`src/rtl/i2c_wr_queue_pkg.sv`:
```
// Shared definitions for the EEPROM write-staging queue: FSM encoding,
// default timing/address constants and the address-advance helper.
package i2c_wr_queue_pkg;

  typedef enum logic [1:0] {
    ST_IDLE     = 2'd0,
    ST_ISSUE    = 2'd1,
    ST_WAIT_END = 2'd2,
    ST_WAIT_TWR = 2'd3
  } wr_state_e;

  localparam logic [15:0] DEF_ADDR_MAX = 16'h03FF;
  localparam logic [17:0] DEF_TWR_CYC  = 18'd250_000;

  // Next EEPROM byte address; the last valid address rolls over to zero.
  function automatic logic [15:0] next_addr(input logic [15:0] addr,
                                            input logic [15:0] addr_max);
    logic [15:0] nxt;
    if (addr >= addr_max) begin
      nxt = 16'h0000;
    end else begin
      nxt = addr + 16'h0001;
    end
    return nxt;
  endfunction

endpackage

```
`src/rtl/i2c_wr_queue_wr_fifo.sv`:
```
// Synchronous byte FIFO with first-word-visible read data; a push while
// full and a pop while empty are both ignored.
module wr_fifo #(
  parameter int unsigned DEPTH = 16,
  parameter int unsigned WIDTH = 8
) (
  input  logic             clk_i,
  input  logic             rst_ni,
  input  logic             push_i,
  input  logic [WIDTH-1:0] data_i,
  input  logic             pop_i,
  output logic [WIDTH-1:0] data_o,
  output logic             full_o,
  output logic             empty_o
);

  localparam int unsigned PW = $clog2(DEPTH);
  localparam int unsigned CW = PW + 1;

  logic [WIDTH-1:0] mem_q [DEPTH];
  logic [PW-1:0]    wr_ptr_q;
  logic [PW-1:0]    rd_ptr_q;
  logic [CW-1:0]    count_q;
  logic             push_ok_s;
  logic             pop_ok_s;

  assign full_o    = (count_q == CW'(DEPTH));
  assign empty_o   = (count_q == {CW{1'b0}});
  assign push_ok_s = push_i & ~full_o;
  assign pop_ok_s  = pop_i & ~empty_o;
  assign data_o    = mem_q[rd_ptr_q];

  // Storage, pointers and occupancy; pointers wrap naturally since DEPTH is a power of two.
  always_ff @(posedge clk_i or negedge rst_ni) begin
    if (!rst_ni) begin
      for (int i = 0; i < int'(DEPTH); i++) begin
        mem_q[i] <= {WIDTH{1'b0}};
      end
      wr_ptr_q <= {PW{1'b0}};
      rd_ptr_q <= {PW{1'b0}};
      count_q  <= {CW{1'b0}};
    end else begin
      if (push_ok_s) begin
        mem_q[wr_ptr_q] <= data_i;
        wr_ptr_q        <= wr_ptr_q + PW'(1);
      end
      if (pop_ok_s) begin
        rd_ptr_q <= rd_ptr_q + PW'(1);
      end
      if (push_ok_s && !pop_ok_s) begin
        count_q <= count_q + CW'(1);
      end else if (pop_ok_s && !push_ok_s) begin
        count_q <= count_q - CW'(1);
      end
    end
  end

endmodule

```
`src/rtl/i2c_wr_queue.sv`:
```
// Write-staging stage in front of the I2C controller: buffers producer bytes and
// drains them as single-byte EEPROM writes to auto-incrementing addresses, pacing each by tWR.
module i2c_wr_queue
  import i2c_wr_queue_pkg::*;
#(
  parameter int unsigned FIFO_DEPTH = 16,
  parameter logic [15:0] ADDR_MAX   = DEF_ADDR_MAX,
  parameter logic [17:0] TWR_CYC    = DEF_TWR_CYC
) (
  input  logic        sys_clk,
  input  logic        sys_rst_n,
  input  logic        addr_load,
  input  logic [15:0] base_addr,
  input  logic        in_valid,
  input  logic [7:0]  in_data,
  output logic        in_ready,
  output logic        i2c_start,
  output logic        wr_en,
  output logic        rd_en,
  output logic [15:0] byte_addr,
  output logic [7:0]  wr_data,
  input  logic        i2c_end,
  output logic        busy,
  output logic [15:0] wr_cnt
);

  wr_state_e   state_q, state_d;
  logic [15:0] addr_q, addr_d;
  logic [17:0] twr_q, twr_d;
  logic [15:0] wr_cnt_q, wr_cnt_d;
  logic [15:0] byte_addr_q, byte_addr_d;
  logic [7:0]  wr_data_q, wr_data_d;
  logic        i2c_start_q, i2c_start_d;
  logic        wr_en_q, wr_en_d;
  logic        busy_q;

  logic        fifo_pop_s;
  logic [7:0]  fifo_rd_data_s;
  logic        fifo_full_s;
  logic        fifo_empty_s;
  logic        twr_done_s;

  wr_fifo #(
    .DEPTH (FIFO_DEPTH),
    .WIDTH (8)
  ) u_fifo (
    .clk_i   (sys_clk),
    .rst_ni  (sys_rst_n),
    .push_i  (in_valid),
    .data_i  (in_data),
    .pop_i   (fifo_pop_s),
    .data_o  (fifo_rd_data_s),
    .full_o  (fifo_full_s),
    .empty_o (fifo_empty_s)
  );

  // Widened compare keeps TWR_CYC=0 from underflowing into a huge wait.
  assign twr_done_s = ({1'b0, twr_q} + 19'd1) >= {1'b0, TWR_CYC};

  // Next-state, counter and output-register logic of the write pacer.
  always_comb begin
    state_d     = state_q;
    addr_d      = addr_q;
    twr_d       = twr_q;
    wr_cnt_d    = wr_cnt_q;
    byte_addr_d = byte_addr_q;
    wr_data_d   = wr_data_q;
    i2c_start_d = i2c_start_q;
    wr_en_d     = wr_en_q;
    fifo_pop_s  = 1'b0;
    case (state_q)
      ST_IDLE: begin
        if (addr_load) begin
          addr_d = (base_addr > ADDR_MAX) ? 16'h0000 : base_addr;
        end else if (!fifo_empty_s) begin
          fifo_pop_s  = 1'b1;
          wr_data_d   = fifo_rd_data_s;
          byte_addr_d = addr_q;
          state_d     = ST_ISSUE;
        end else begin
          state_d = ST_IDLE;
        end
      end
      ST_ISSUE: begin
        i2c_start_d = 1'b1;
        wr_en_d     = 1'b1;
        state_d     = ST_WAIT_END;
      end
      ST_WAIT_END: begin
        if (i2c_end) begin
          i2c_start_d = 1'b0;
          wr_en_d     = 1'b0;
          wr_cnt_d    = wr_cnt_q + 16'd1;
          addr_d      = next_addr(addr_q, ADDR_MAX);
          twr_d       = 18'd0;
          state_d     = ST_WAIT_TWR;
        end else begin
          state_d = ST_WAIT_END;
        end
      end
      ST_WAIT_TWR: begin
        if (twr_done_s) begin
          state_d = ST_IDLE;
        end else begin
          twr_d = twr_q + 18'd1;
        end
      end
      default: begin
        state_d     = ST_IDLE;
        i2c_start_d = 1'b0;
        wr_en_d     = 1'b0;
      end
    endcase
  end

  // State, counters and registered outputs.
  always_ff @(posedge sys_clk or negedge sys_rst_n) begin
    if (!sys_rst_n) begin
      state_q     <= ST_IDLE;
      addr_q      <= 16'h0000;
      twr_q       <= 18'd0;
      wr_cnt_q    <= 16'h0000;
      byte_addr_q <= 16'h0000;
      wr_data_q   <= 8'h00;
      i2c_start_q <= 1'b0;
      wr_en_q     <= 1'b0;
      busy_q      <= 1'b0;
    end else begin
      state_q     <= state_d;
      addr_q      <= addr_d;
      twr_q       <= twr_d;
      wr_cnt_q    <= wr_cnt_d;
      byte_addr_q <= byte_addr_d;
      wr_data_q   <= wr_data_d;
      i2c_start_q <= i2c_start_d;
      wr_en_q     <= wr_en_d;
      busy_q      <= (state_d != ST_IDLE);
    end
  end

  assign in_ready  = ~fifo_full_s;
  assign i2c_start = i2c_start_q;
  assign wr_en     = wr_en_q;
  assign rd_en     = 1'b0;
  assign byte_addr = byte_addr_q;
  assign wr_data   = wr_data_q;
  assign busy      = busy_q;
  assign wr_cnt    = wr_cnt_q;

endmodule

```
`config.mk`:
```
export PLATFORM = sky130hd
export DESIGN_NAME = i2c_wr_queue
export DESIGN_NICKNAME = d
export VERILOG_FILES = /design/src/rtl/i2c_wr_queue_pkg.sv /design/src/rtl/i2c_wr_queue_wr_fifo.sv /design/src/rtl/i2c_wr_queue.sv
export SDC_FILE = /design/constraint.sdc
export NUM_CORES = 1
export LEC_CHECK = 0
export CORE_UTILIZATION = 59
export DETAILED_ROUTE_END_ITERATION = 7
export PLACE_DENSITY = 0.8
export SYNTH_ARGS = -nofsm -noshare
export SYNTH_HDL_FRONTEND = slang
export SYNTH_SLANG_ARGS = --single-unit
```
`constraint.sdc`:
```
create_clock -name sys_clk -period 4.25 [get_ports sys_clk]
set_input_delay 0.85 -clock sys_clk [delete_from_list [all_inputs] [get_ports sys_clk]]
set_output_delay 0.85 -clock sys_clk [all_outputs]
set_load 0.01 [all_outputs]
```
==> metrics.md, run 1 <==
| Metric | Value |
|---|---|
| Post-route cell area | `11940 um^2` |
| CTS Sinks | `219` |
| CTS buffer count | `23` |
| Relative slew margins | `31.72%` |
| Worst Path Required | `4.70 ns` |
| Top cell type's share of synthesized area | `53.41%` |
| CP top delay family | `simple AND/OR/NAND/NOR gates` |
| Post-synth ARST share | `100.0%` |
| Post-cts resize count | `0` |
| Setup TNS | `0 ns` |
| PwrDens | `592.1 nW/um^2` |
| Layout Nets | `907` |
| CP Cell Sequence | `ha_1, and4_1, nand4_1, nor3_1, or3_1, or4_4, o211ai_4, and2_1, a211o_1` |
| Die area | `17920 um^2` |
| Mapped cell area | `10260 um^2` |
| Post-synth EDFFs | `0` |
| Area Growth Syn to Fin | `16.38%` |
| Via density | `6.240` |
| RSZ-0062 raised after global routing | `false` |
| Dpl hpwl | `14690 um` |
| Crit path DAT | `3.77 ns` |
| First DRT Iteration DRCs | `520` |
| Total wire length | `22760 um` |
| Global route overflow | `0` |
| DRC violation count after routing | `0` |
| Tcrit/Tclk final | `78.03%` |
| Skew-Pair Late Insertion Delay | `0.53 ns` |
| Final Hold Vio Count | `0` |
| Initial antenna violation count | `0` |
| Share of layout cells above drive strength 1 | `26.76%` |
| WS Path Type | `reg -> reg` |
| H-tree lvl count | `1` |
| Postcts setup bufs | `0` |
| Reg clk slew, reported paths | `0.06 ns` |
| Syn nets | `850` |
| Synthesized flop and latch total | `219` |
| Avg Inst Size Synth | `12.70 um^2` |
| CTS tree | `done` |
| Antenna Violating Nets Remaining | `0` |
| DIE HEIGHT | `133.9 um` |
| Starting Density | `61.22%` |
| Die width | `133.9 um` |
| FMAX | `301.6 MHz` |
| Hold WS | `0.4749 ns` |
| Top FF cell, synth | `dfrtp_1` |
| IO Pins | `74` |
| Most frequent cells after synthesis | `dfrtp_1, mux2_2, nand2_1` |
| 1st-pass router iterations | `5` |
| Leak | `5.294 nW` |
| Worst-Margin Slew | `1.024 ns` |
| Largest area contributor in the netlist | `dfrtp_1` |
| Clock Tree Buf Depth | `3` |
| Setup Slack @ Placement | `0.9856 ns` |
| Setup violators final | `0` |
| YS warnings | `0` |
| Seq/Total Area, Yosys | `53.41%` |
| Critical path's slowest cell | `or4_4` |
| Hold Crit Class | `reg -> reg` |
| Startpoint Class | `register` |
| Slowest cell delay on critical path | `0.54 ns` |
| Wire per inst | `20.66 um` |
| Number of slew-limit violations in the final report | `0` |
| Clock Skews | `0.02158 ns` |
| Unique masters post-synth | `55` |
| Most common cell in the synthesized netlist | `dfrtp_1` |
| IO buf count | `72` |
| Cts hold-fix bufs | `0` |
| Final min period | `3.316 ns` |
| VDD IR-drop max | `402.8 uV` |
| First-pass GRT wire length | `37230 um` |
| Via Count | `6876` |
| Final setup margin | `0.9338 ns` |
| WP buf/inv | `0` |
| Crit end category | `register` |
| Core Rows | `47` |
| Maxcap violations | `0` |
| Mapped Cells | `808` |
| All-layer global routing usage | `26.60%` |
| Global placer's final weighted congestion | `0.8624` |
| Fin util | `71.25%` |
| Vias in the first global route | `7039` |
| Status | `completed` |
| Maximum fanout along the worst path | `22` |
| ANT cells | `0` |
| Largest net degree at the start of global routing | `132` |
| Clk root buf | `clkbuf_16` |
| Area after DPL | `11130 um^2` |
| Synth top area cells | `dfrtp_1, mux2_2, mux4_2` |
| Core Area | `16760 um^2` |
==> placed cells by master, fill, tap and decap left out, drive strengths merged, types with 2 or more instances in the layout <==
cell type	n
o211ai	4
and3	14
o21ai	25
dfrtp	219
and2	11
nor2b	4
o31ai	4
nand3	27
xnor2	24
a21oi	21
bufinv	4
o311ai	2
and4	3
mux4	40
a31oi	2
inv	7
a41oi	2
nor3	7
nor3b	6
mux2i	4
xor2	5
mux2	137
clkinv	9
clkdlybuf4s50	71
or2	4
a21o	8
or4	2
nor4	4
ha	12
buf	8
nand2	99
clkbuf	29
nor4b	2
nor2	26
o22a	2
nand4	14
a211o	4
or3	2
==> cells by family (layout without fill, tap and decap cells) <==
family	Yosys count	in the layout	synth area share, %
compound gates	84	84	5.353
xor+xnor	29	29	2.475
fa+ha+maj	13	13	1.658
buf+inv	55	129	2.268
flops	219	219	53.41
mux	181	181	24.20
other cells	1	1	0.03655
simple gates	226	226	10.60
==> report_power, final <==
group / switching, mW / internal [mW]
logic: 0.680 / 1.03
registers: 0.455 / 2.77
clock network: 0.836 / 1.30
total: 1.97 / 5.10
==> worst reg2reg max path, cell delays in order, from the launching register on <==
cell	delay, ns
dfrtp_1	0.42
ha_1	0.25
and4_1	0.19
nand4_1	0.19
nor3_1	0.09
or3_1	0.38
or4_4	0.54
o211ai_4	0.51
and2_1	0.50
a211o_1	0.20
==> metal layers <==
layer	global-route usage [%]	vias up	part of all wire, %
met4	8.081	0	2.4
met1	36.61	3526	43
met5	0	-	0
li1	-	3048	-
met3	3.704	45	5.4
met2	44.30	257	50
==> state kept, by name, indices dropped and copies added (netlist names) <==
name and count:
u_fifo.mem_q 128, busy 1, addr_q 16, u_fifo.rd_ptr_q 4, twr_q 18, wr_en 1
byte_addr 16, u_fifo.wr_ptr_q 4, state_q 2, u_fifo.count_q 5, wr_data 8, wr_cnt 16
==> worst paths after layout <==
check                                    end  slack [ns]         start  cells past startpoint
worst max-delay path               twr_q[13]        0.93      twr_q[0]                      9
worst min-delay path            byte_addr[6]        0.47  byte_addr[6]                      2
worst max register to register     twr_q[13]        0.93      twr_q[0]                      9
worst min register to register  byte_addr[6]        0.47  byte_addr[6]                      2
max in group asynchronous          addr_q[2]        2.87     sys_rst_n                      2
min in group asynchronous          wr_cnt[5]        0.52     sys_rst_n                      1
==> final cells by class <==
type                       instances  area [um^2]
clock inverter                    14        187.7
multi-input combinational        534         4548
clock buffer                      28        624.3
sequential                       219         5483
inverter                           7        26.28
fill                            1106         4818
tap                              220        275.3
timing repair buffer              80        797.0
==> per-stage QoR <==
stage / power [mW] / std cells
floorplan: 4.396 / 808
global placement: 4.725 / 1060
detailed placement: 4.922 / 1060
CTS: 7.082 / 1102
global route: 7.387 / 1102
finish: 7.070 / 1102
(Power assumes the default switching activity.)
==> inputs of run 2 (changes only) <==
==> constraint.sdc (replaced) <==
create_clock -name sys_clk -period 3.35 [get_ports sys_clk]
set_input_delay 0.67 -clock sys_clk [delete_from_list [all_inputs] [get_ports sys_clk]]
set_output_delay 0.67 -clock sys_clk [all_outputs]
set_load 0.01 [all_outputs]
==> run 2 against run 1 <==
Net effect: non-clock buffer count grew 3; count of clock-buffer cells in the layout grew 6; die area is the same; global-route usage shrank 0.93 points; cell area shrank 0.46%; clock power grew 14%; cell count is essentially flat; total power grew 22%; wire length shrank 3.0%; largest power group unchanged.
==> metrics.md, run 2 (same netlist as run 1, synthesis figures left out) <==
| Metric | Value |
|---|---|
| Status | `completed` |
| Crit path DAT | `3.55 ns (-0.22 ns)` |
| Hold WS | `0.1890 ns (-0.2858 ns)` |
| Area after DPL | `11160 um^2 (+0.30%)` |
| Vias in the first global route | `6983 (-0.80%)` |
| Finished Layout Cells | `1103 (+0.091%)` |
| Clock network fraction of total power | `28.0% (-2.2 points)` |
| Tot Pwr | `8.656 mW (+22%)` |
| WP buf/inv | `0 (unchanged)` |
| Reg clk slew, reported paths | `0.06 ns (about the same)` |
| 1st-pass router iterations | `5 (unchanged)` |
| Via Count | `6800 (-1.1%)` |
| Antenna Violating Nets Remaining | `0 (unchanged)` |
| Largest net degree at the start of global routing | `87 (-34%)` |
| Worst-Margin Slew | `0.7505 ns (-0.2737 ns)` |
| Relative slew margins | `49.97% (+18 points)` |
| Final Hold Vio Count | `0 (unchanged)` |
| VDD IR-drop max | `539.4 uV (+34%)` |
| RSZ-0062 raised after global routing | `false` |
| Final min period | `3.101 ns (-0.2156 ns)` |
| Post-route cell area | `11890 um^2 (-0.46%)` |
| WS Path Type | `reg -> reg` |
| Core Area | `16760 um^2 (unchanged)` |
| Register-to-Register Setup Slack | `0.25 ns (-0.68 ns)` |
| DIE HEIGHT | `133.9 um (unchanged)` |
| Critical path's slowest cell | `or4_4` |
| CTS buffer count | `24 (+4.3%)` |
| Post-cts resize count | `0 (unchanged)` |
| Hold Crit Class | `in -> async` |
| IO Pins | `74 (unchanged)` |
| Worst Path Required | `3.80 ns (-0.90 ns)` |
| Global route overflow | `0 (unchanged)` |
| Initial antenna violation count | `0 (unchanged)` |
| Total wire length | `22070 um (-3.0%)` |
| Die width | `133.9 um (unchanged)` |
| Sw Share | `27.80% (-0.064 points)` |
| Clock Tree Buf Depth | `3 (unchanged)` |
| CTS Sinks | `219 (unchanged)` |
| Number of slew-limit violations in the final report | `0 (unchanged)` |
| Starting Density | `61.22% (unchanged)` |
| Dpl hpwl | `14540 um (-1.1%)` |
| Clk root buf | `clkbuf_16` |
| Setup TNS | `0 ns (unchanged)` |
| Inst Count DP | `1063 (+0.28%)` |
| H-tree lvl count | `1 (unchanged)` |
| First-pass GRT wire length | `36120 um (-3.0%)` |
| Leak | `5.272 nW (-0.42%)` |
| PwrDens | `728.3 nW/um^2 (+23%)` |
| IO buf count | `72 (unchanged)` |
| Largest Register | `u_fifo.mem_q` |
| Skew-Pair Late Insertion Delay | `0.51 ns (-0.02 ns)` |
| Global placer's final weighted congestion | `0.8644 (+0.23%)` |
| Area Growth Syn to Fin | `15.84%` |
| Layout Nets | `911 (+0.44%)` |
| Clock Skews | `0.006424 ns (-0.01516 ns)` |
| Tcrit/Tclk final | `92.55% (+15 points)` |
| All-layer global routing usage | `25.67% (-0.93 points)` |
| Most frequent cells in the layout | `dfrtp_1, mux2_2, nand2_1, clkdlybuf4s50_1, mux4_2` |
| DRC violation count after routing | `0 (unchanged)` |
| Cell depth of the worst setup path | `9 (unchanged)` |
| Postcts setup bufs | `0 (unchanged)` |
| Via density | `6.165 (-1.2%)` |
| ANT cells | `0 (unchanged)` |
| Crit end category | `register` |
| Path depth of the worst reg2reg path | `9 (unchanged)` |
| Setup violators final | `0 (unchanged)` |
| Slowest cell delay on critical path | `0.54 ns (about the same)` |
| Die area | `17920 um^2 (unchanged)` |
| Share of total power in combinational logic | `24.8% (+0.6 points)` |
| Internal power | `6.250 mW (+23%)` |
| Maxcap violations | `0 (unchanged)` |
| # fillers | `1163 (+5.2%)` |
| Max reg flops | `128 (unchanged)` |
| Largest registers | `u_fifo.mem_q x128, twr_q x18` |
| First DRT Iteration DRCs | `404 (-22%)` |
| CP Cell Sequence | `ha_1, and4_1, nand4_1, nor3_1, or3_1, or4_4, o211ai_4, and2_1, a211o_1` |
| Core Rows | `47 (unchanged)` |
| FMAX | `322.5 MHz (+7.0%)` |
| Share of layout cells above drive strength 1 | `26.27% (-0.48 points)` |
| Startpoint Class | `register` |
| CP top delay family | `simple AND/OR/NAND/NOR gates` |
| Maximum fanout along the worst path | `11 (-50%)` |
| Wire per inst | `20.01 um (-3.1%)` |
| CTS tree | `done` |
| Cts hold-fix bufs | `0 (unchanged)` |
| Commonest non-fill, non-tap cell in the layout | `dfrtp_1` |
| NetSw | `2.407 mW (+22%)` |
| Sequential share of power | `47.1% (+1.5 points)` |
## run 2: cell types whose count changed in the layout (fill, tap and decap cells not counted), sizes merged
cell	change
clkbuf	+6
bufinv	-4
buf	+3
clkinv	-2
clkinvlp	-1
inv	-1
## run 2: worst paths after layout
kind / from / to
worst max-delay path: twr_q[0] / twr_q[4]
worst min-delay path: sys_rst_n / state_q[0]
worst max register to register: twr_q[0] / twr_q[4]
worst min register to register: wr_cnt[15] / wr_cnt[15]
max in group asynchronous: sys_rst_n / wr_cnt[11]
min in group sys_clk: wr_cnt[15] / wr_cnt[15]
## run 2: per-stage QoR
step / utilization (%) / setup slack (ns)
detailed placement: 66.61 / 0.3151
finish: 70.92 / 0.2495
global route: 70.92 / 0.1067
CTS: 70.92 / 0.2741
floorplan: - / 0.2738
global placement: 66.61 / 0.3999
## run 2: worst reg2reg max path, cell delays in order (launching register included)
cell,delay [ns]
dfrtp_1,0.41
ha_1,0.26
and4_1,0.20
nand4_1,0.21
nor3_1,0.07
or3_1,0.38
or4_4,0.54
o211ai_4,0.29
and2_1,0.47
a211o_1,0.21
## run 2: area by class of cell
type	count	area (um^2)	area share, %
flip-flops and latches	219	5482	46.12
inverters	7	26.28	0.2211
clock buffers	34	689.4	5.800
clock inverters	6	33.78	0.2842
multi-input cells	534	4548	38.26
well taps	220	275.3	2.316
repair buffers	83	832.0	7.000
## run 2: per-layer routing
| metal | part of all wire (%) | wire, um | up-vias | track usage, % |
|---|---|---|---|---|
| li1 | - | - | 3046 | - |
| met1 | 43 | 9383 | 3473 | 34.97 |
| met2 | 50 | 10980 | 240 | 43.09 |
| met3 | 5.4 | 1185 | 41 | 3.817 |
| met4 | 2.4 | 526 | 0 | 7.513 |
| met5 | 0 | 0 | - | 0 |
## run 2: power groups by stage
stage	clock network, mW	registers (mW)	logic (mW)
detailed placement	0	4.09	2.15
global placement	0	3.99	2.02
floorplan	0	3.89	1.68
finish	2.43	4.08	2.15
global route	2.56	4.17	2.34
CTS	2.47	4.06	2.17
